===== config.mk =====
export PLATFORM = sky130hd
export DESIGN_NAME = spike_rate_decoder
export DESIGN_NICKNAME = d
export VERILOG_FILES = /design/src/rtl/spike_rate_decoder.sv
export SDC_FILE = /design/constraint.sdc
export NUM_CORES = 1
export LEC_CHECK = 0
export BUFFER_PORTS_ARGS = -buffer_cell sky130_fd_sc_hd__buf_2
export CAP_MARGIN = 10
export CORE_AREA = 2 2 150 93
export CTS_CLUSTER_SIZE = 28
export DETAILED_ROUTE_END_ITERATION = 8
export DIE_AREA = 0 0 152 95
export HOLD_SLACK_MARGIN = 0.1
export SLEW_MARGIN = 20
export SYNTH_ARGS = -nofsm -noshare
export SYNTH_HDL_FRONTEND = slang
export SYNTH_SLANG_ARGS = --single-unit

===== constraint.sdc =====
create_clock -name i_clk -period 4.6 [get_ports i_clk]
set_input_delay 0.23 -clock i_clk [delete_from_list [all_inputs] [get_ports i_clk]]
set_output_delay 0.23 -clock i_clk [all_outputs]
set_load 0.01 [all_outputs]

===== src/rtl/spike_rate_decoder.sv =====
// spike_rate_decoder
//   Measures a neuron spike train over one window of W cycles. The window
//   starts with i_start. The result is held until i_ready accepts it.
//   Results: the spike count (saturating), the window index of the first
//   spike, and the minimum inter-spike interval.
//
// Ports
//   i_clk, i_rst       clock (rising edge), synchronous active-high reset
//   i_start, i_window  start a window of i_window cycles (0 is ignored)
//   i_spike            spike bit, sampled once per cycle while counting
//   i_ready            consumer accepts the result
//   o_busy             high while counting or holding a result
//   o_valid            result valid
//   o_count            spikes counted in the window
//   o_first_lat        window index of the first spike (all ones if none)
//   o_isi_min          minimum inter-spike interval (all ones if < 2 spikes)
module spike_rate_decoder #(
  parameter int CNT_W = 16,
  parameter int WIN_W = 16
) (
  input  logic             i_clk,
  input  logic             i_rst,
  input  logic             i_start,
  input  logic [WIN_W-1:0] i_window,
  input  logic             i_spike,
  input  logic             i_ready,
  output logic             o_busy,
  output logic             o_valid,
  output logic [CNT_W-1:0] o_count,
  output logic [WIN_W-1:0] o_first_lat,
  output logic [WIN_W-1:0] o_isi_min
);

  typedef enum logic [1:0] {IDLE, COUNT, REPORT} state_t;

  state_t           state, state_nx;
  logic [WIN_W-1:0] win_len;
  logic [WIN_W-1:0] t;
  logic [WIN_W-1:0] last_t;
  logic [WIN_W-1:0] first_lat;
  logic [WIN_W-1:0] isi_min;
  logic [CNT_W-1:0] count;
  logic             have_first;

  logic             start_ok;
  logic             last_sample;
  logic [WIN_W-1:0] isi;

  assign start_ok    = (state == IDLE) && i_start && (i_window != '0);
  // win_len is never 0 while counting, so win_len-1 cannot wrap.
  assign last_sample = (t == win_len - WIN_W'(1));
  // t is strictly greater than last_t whenever this is used.
  assign isi         = t - last_t;

  // State register
  always_ff @(posedge i_clk) begin
    if (i_rst) state <= IDLE;
    else       state <= state_nx;
  end

  // Next-state logic
  always_comb begin
    state_nx = state;
    case (state)
      IDLE:    if (start_ok) state_nx = COUNT;
      COUNT:   if (last_sample) state_nx = REPORT;
      REPORT:  if (i_ready) state_nx = IDLE;
      default: state_nx = IDLE;
    endcase
  end

  // Output logic
  always_comb begin
    o_busy  = 1'b0;
    o_valid = 1'b0;
    case (state)
      COUNT:   o_busy = 1'b1;
      REPORT: begin
        o_busy  = 1'b1;
        o_valid = 1'b1;
      end
      default: ;
    endcase
  end

  // Window datapath
  always_ff @(posedge i_clk) begin
    if (i_rst) begin
      win_len    <= '0;
      t          <= '0;
      last_t     <= '0;
      first_lat  <= '0;
      isi_min    <= '0;
      count      <= '0;
      have_first <= 1'b0;
    end else begin
      case (state)
        IDLE: if (start_ok) begin
          win_len    <= i_window;
          t          <= '0;
          last_t     <= '0;
          count      <= '0;
          // All ones means "no spike" / "no interval" if nothing updates them.
          first_lat  <= '1;
          isi_min    <= '1;
          have_first <= 1'b0;
        end
        COUNT: begin
          // t ends at W; for W = 2^WIN_W-1 that is still representable.
          t <= t + WIN_W'(1);
          if (i_spike) begin
            if (count != '1) count <= count + CNT_W'(1);
            if (!have_first) begin
              first_lat  <= t;
              have_first <= 1'b1;
            end else if (isi < isi_min) begin
              isi_min <= isi;
            end
            last_t <= t;
          end
        end
        default: ;
      endcase
    end
  end

  assign o_count     = count;
  assign o_first_lat = first_lat;
  assign o_isi_min   = isi_min;

endmodule

==> flow_metrics.py <==
metrics = {
    "status": {
        "status": "completed",
    },
    "layout": {
        "fillers": 1279,
        "fin_area_sq_mm": 0.00654,
        "multi_input_area_sq_mm": 0.00342,
        "layout_common_cells": "nor2_1 (99), dfxtp_1 (99), buf_2 (70)",
        "area.sequential_sq_mm": 0.00198,
        "layout-drive-gt1-share_pct": 15.2,
        "diodes": 0,
        "area_growth_pct": 13.6,
        "fin_nets": 825,
    },
    "power_and_ir_drop": {
        "power.net_switching_uw": 1080,
        "power_density_mw_per_mm2": 445,
        "clkPwrFrac_pct": 26.9,
        "p_leak_uw": 0.00267,
        "ir_drop_mv": 0.205,
        "comb_power_share_pct": 35.6,
        "power_frac_seq_pct": 37.5,
        "power.internal_uw": 1830,
        "sw_frac_of_total_pct": 37.2,
    },
    "route": {
        "wl_per_cell_um": 16.1,
        "wirelength_um": 15200,
        "dr_total_vias": 5276,
        "dr.pass1.iters": 5,
        "ant_nets": 0,
        "drt_iter0_drc": 331,
        "vias_per_cell": 5.58,
        "drc": 0,
    },
    "timing": {
        "worst_slew_pin_slew_ns": 0.950,
        "clock.fmax_ghz": 0.230,
        "tns_ns": 0,
        "setup_viol": 0,
        "hold_violations": 0,
        "min_period_ns": 4.34,
        "slew_headroom_pct": 35.0,
        "maxSlewViolCount": 0,
        "fin_skew_ns": 0.0100,
        "holdWs_ns": 0.136,
        "period_share_pct": 94.4,
    },
    "floorplan": {
        "ios": 71,
        "die_h_um": 95,
        "rows": 33,
        "initial_core_util_pct": 43.4,
        "dieArea_sq_mm": 0.0144,
        "core_region_area_sq_mm": 0.0133,
        "die_x_um": 152,
    },
    "logic_synthesis": {
        "async_reset_ff_share_pct": 0,
        "ys_seq_area_share_pct": 34.4,
        "ys.flop_type": "dfxtp_1",
        "synth_nets": 769,
        "synth.avg_cell_area_sq_um": 8.11,
        "syn_inst": 710,
        "ys_types": 67,
        "synth_seq_cells": 99,
        "yosysWarningCount": 0,
        "synth_edf_count": 0,
        "synthesis.area_sq_mm": 0.00576,
    },
    "clock_tree": {
        "clock_latency_ns": 0.35,
        "cts_tree": "done",
        "ctsHtreeMaxLevel": 3,
        "cts_resized": 0,
        "clkSlewWorstSetupHoldPaths_ns": 0.07,
        "cts_root_buf": "clkbuf_16",
        "cts-hold-fix-buffers": 0,
        "cts_buffers": 9,
        "clock-sinks": 99,
        "post-cts-setup-buffers": 0,
        "cts.path.max_buffers": 2,
    },
    "place": {
        "dpl.hpwl_um": 11000,
        "place.gp.congestion": 0.879,
        "port_buffers": 70,
        "place_area_sq_mm": 0.00623,
    },
    "setup_path": {
        "r2r_cells": 16,
        "ff2ff_setup_slack_ns": 0.26,
        "worstSetupEndpointType": "flop",
        "rr_endpoint": "o_isi_min[12]",
        "crit_arrival_ns": 4.58,
        "path_class": "reg2reg",
        "crit_start": "t[0]",
        "cp-start-kind": "flop",
        "cp_max_fo": 15,
        "critPathRequiredTime_ns": 4.84,
        "crit_end": "o_isi_min[12]",
        "r2r-start": "t[0]",
    },
    "grt": {
        "grt_pass1_wl_um": 24700,
        "grt_max_degree": 67,
        "grt_remaining_overflow": 0,
        "track_usage_pct": 21.2,
        "grt_pass1_vias": 4932,
        "grt_antenna_before_repair": 0,
    },
    "min_path": {
        "min_path_type": "in2reg",
    },
    "flow_run": {
        "cap_violations": 0,
    },
}
[power by group through the flow]
| stage | combinational, uW | clock (uW) | sequential (uW) |
|---|---|---|---|
| after floorplan | 696 | 0 | 1140 |
| after global placement | 1000 | 0 | 1110 |
| after detailed placement | 1030 | 0 | 1110 |
| after CTS | 1040 | 800 | 1090 |
| after global routing | 1160 | 831 | 1110 |
| final | 1040 | 782 | 1090 |
[worst min path at each step]
stage / start / end / slack, ns / cells past startpoint
finish: i_window[0] / win_len[0] / 0.14 / 3
floorplan: i_spike / have_first / 0.37 / 2
detailed placement: o_first_lat[13] / o_first_lat[13] / 0.46 / 2
global route: i_window[0] / win_len[0] / 0.15 / 3
CTS: i_window[2] / win_len[2] / 0.13 / 3
global placement: o_first_lat[14] / o_first_lat[14] / 0.45 / 2
[critical path: stages (launching register included)]
cell	delay, ns
dfxtp_1	0.31
inv_1	0.09
ha_1	0.17
inv_1	0.05
fa_1	0.42
a211oi_1	0.30
o21ai_0	0.25
a41oi_2	0.29
o31ai_1	0.13
or3_1	0.35
and2_1	0.17
ha_1	0.21
or4_1	0.53
o311ai_0	0.14
a21oi_1	0.18
or2_4	0.36
o221a_2	0.29
[metal layers]
metal | vias to the layer above | global-route usage [%] | part of all wire, %
met3 | 15 | 4.86 | 5.8
li1 | 2599 | - | -
met4 | 0 | 4.05 | 0.90
met2 | 145 | 32.8 | 42
met1 | 2517 | 30.5 | 51
met5 | - | 0 | 0
[cell type report]
| type | count | share of cell area [%] |
|---|---|---|
| Inverter | 50 | 2.87 |
| Clock inverter | 6 | 0.957 |
| Clock buffer | 10 | 3.65 |
| Multi-Input combinational cell | 526 | 52.4 |
| Timing Repair Buffer | 80 | 6.50 |
| Sequential cell | 99 | 30.3 |
| Tap cell | 175 | 3.35 |
[cells by family after synthesis]
logic type | share of synthesized area, %
multiplexers | 1.09
XOR/XNOR | 8.67
flip-flops | 34.4
AO/OA/AOI/OAI | 18.2
buffers and inverters | 6.30
AND/OR/NAND/NOR | 22.9
adder cells (fa/ha/maj) | 8.39
[state kept, by name, indices dropped and copies added (netlist names)]
| name | count |
|---|---|
| state | 2 |
| t | 16 |
| win_len | 16 |
| o_count | 16 |
| o_isi_min | 16 |
| o_first_lat | 16 |
| have_first | 1 |
| last_t | 16 |
[per-stage QoR]
stage | setup slack, ns | instances | power (uW) | utilization (%)
after floorplan | 0.475 | 710 | 1840 | -
final | 0.259 | 946 | 2910 | 49.3
after detailed placement | 0.159 | 930 | 2140 | 47.0
after CTS | 0.126 | 946 | 2930 | 49.3
after global routing | -0.0418 | 946 | 3100 | 49.3
after global placement | 0.252 | 930 | 2110 | 47.0
[Yosys cell counts, types with 4 or more instances]
master / count / share of area, %
or3_1: 12 / 1.3
nor4_1: 5 / 0.54
buf_6: 4 / 0.78
a211oi_1: 6 / 0.78
mux2i_1: 4 / 0.70
nand3_1: 30 / 2.6
a311oi_1: 9 / 1.4
clkbuf_1: 21 / 1.4
o22ai_1: 10 / 1.1
inv_1: 50 / 3.3
dfxtp_1: 99 / 34
o21ai_0: 26 / 2.3
nand2_1: 45 / 2.9
or4_1: 6 / 0.78
ha_1: 37 / 8.0
nand2b_1: 10 / 1.1
buf_2: 8 / 0.70
nor3_1: 18 / 1.6
nor2_1: 99 / 6.5
and2_1: 4 / 0.43
xnor2_1: 35 / 5.3
a31oi_1: 18 / 2.0
and3_1: 4 / 0.43
nand4_1: 12 / 1.3
o21ai_1: 5 / 0.43
xor2_1: 22 / 3.3
and4_1: 4 / 0.61
a21oi_1: 52 / 4.5
nor2b_1: 5 / 0.54
No activity file was read; power rests on OpenSTA's default activity.
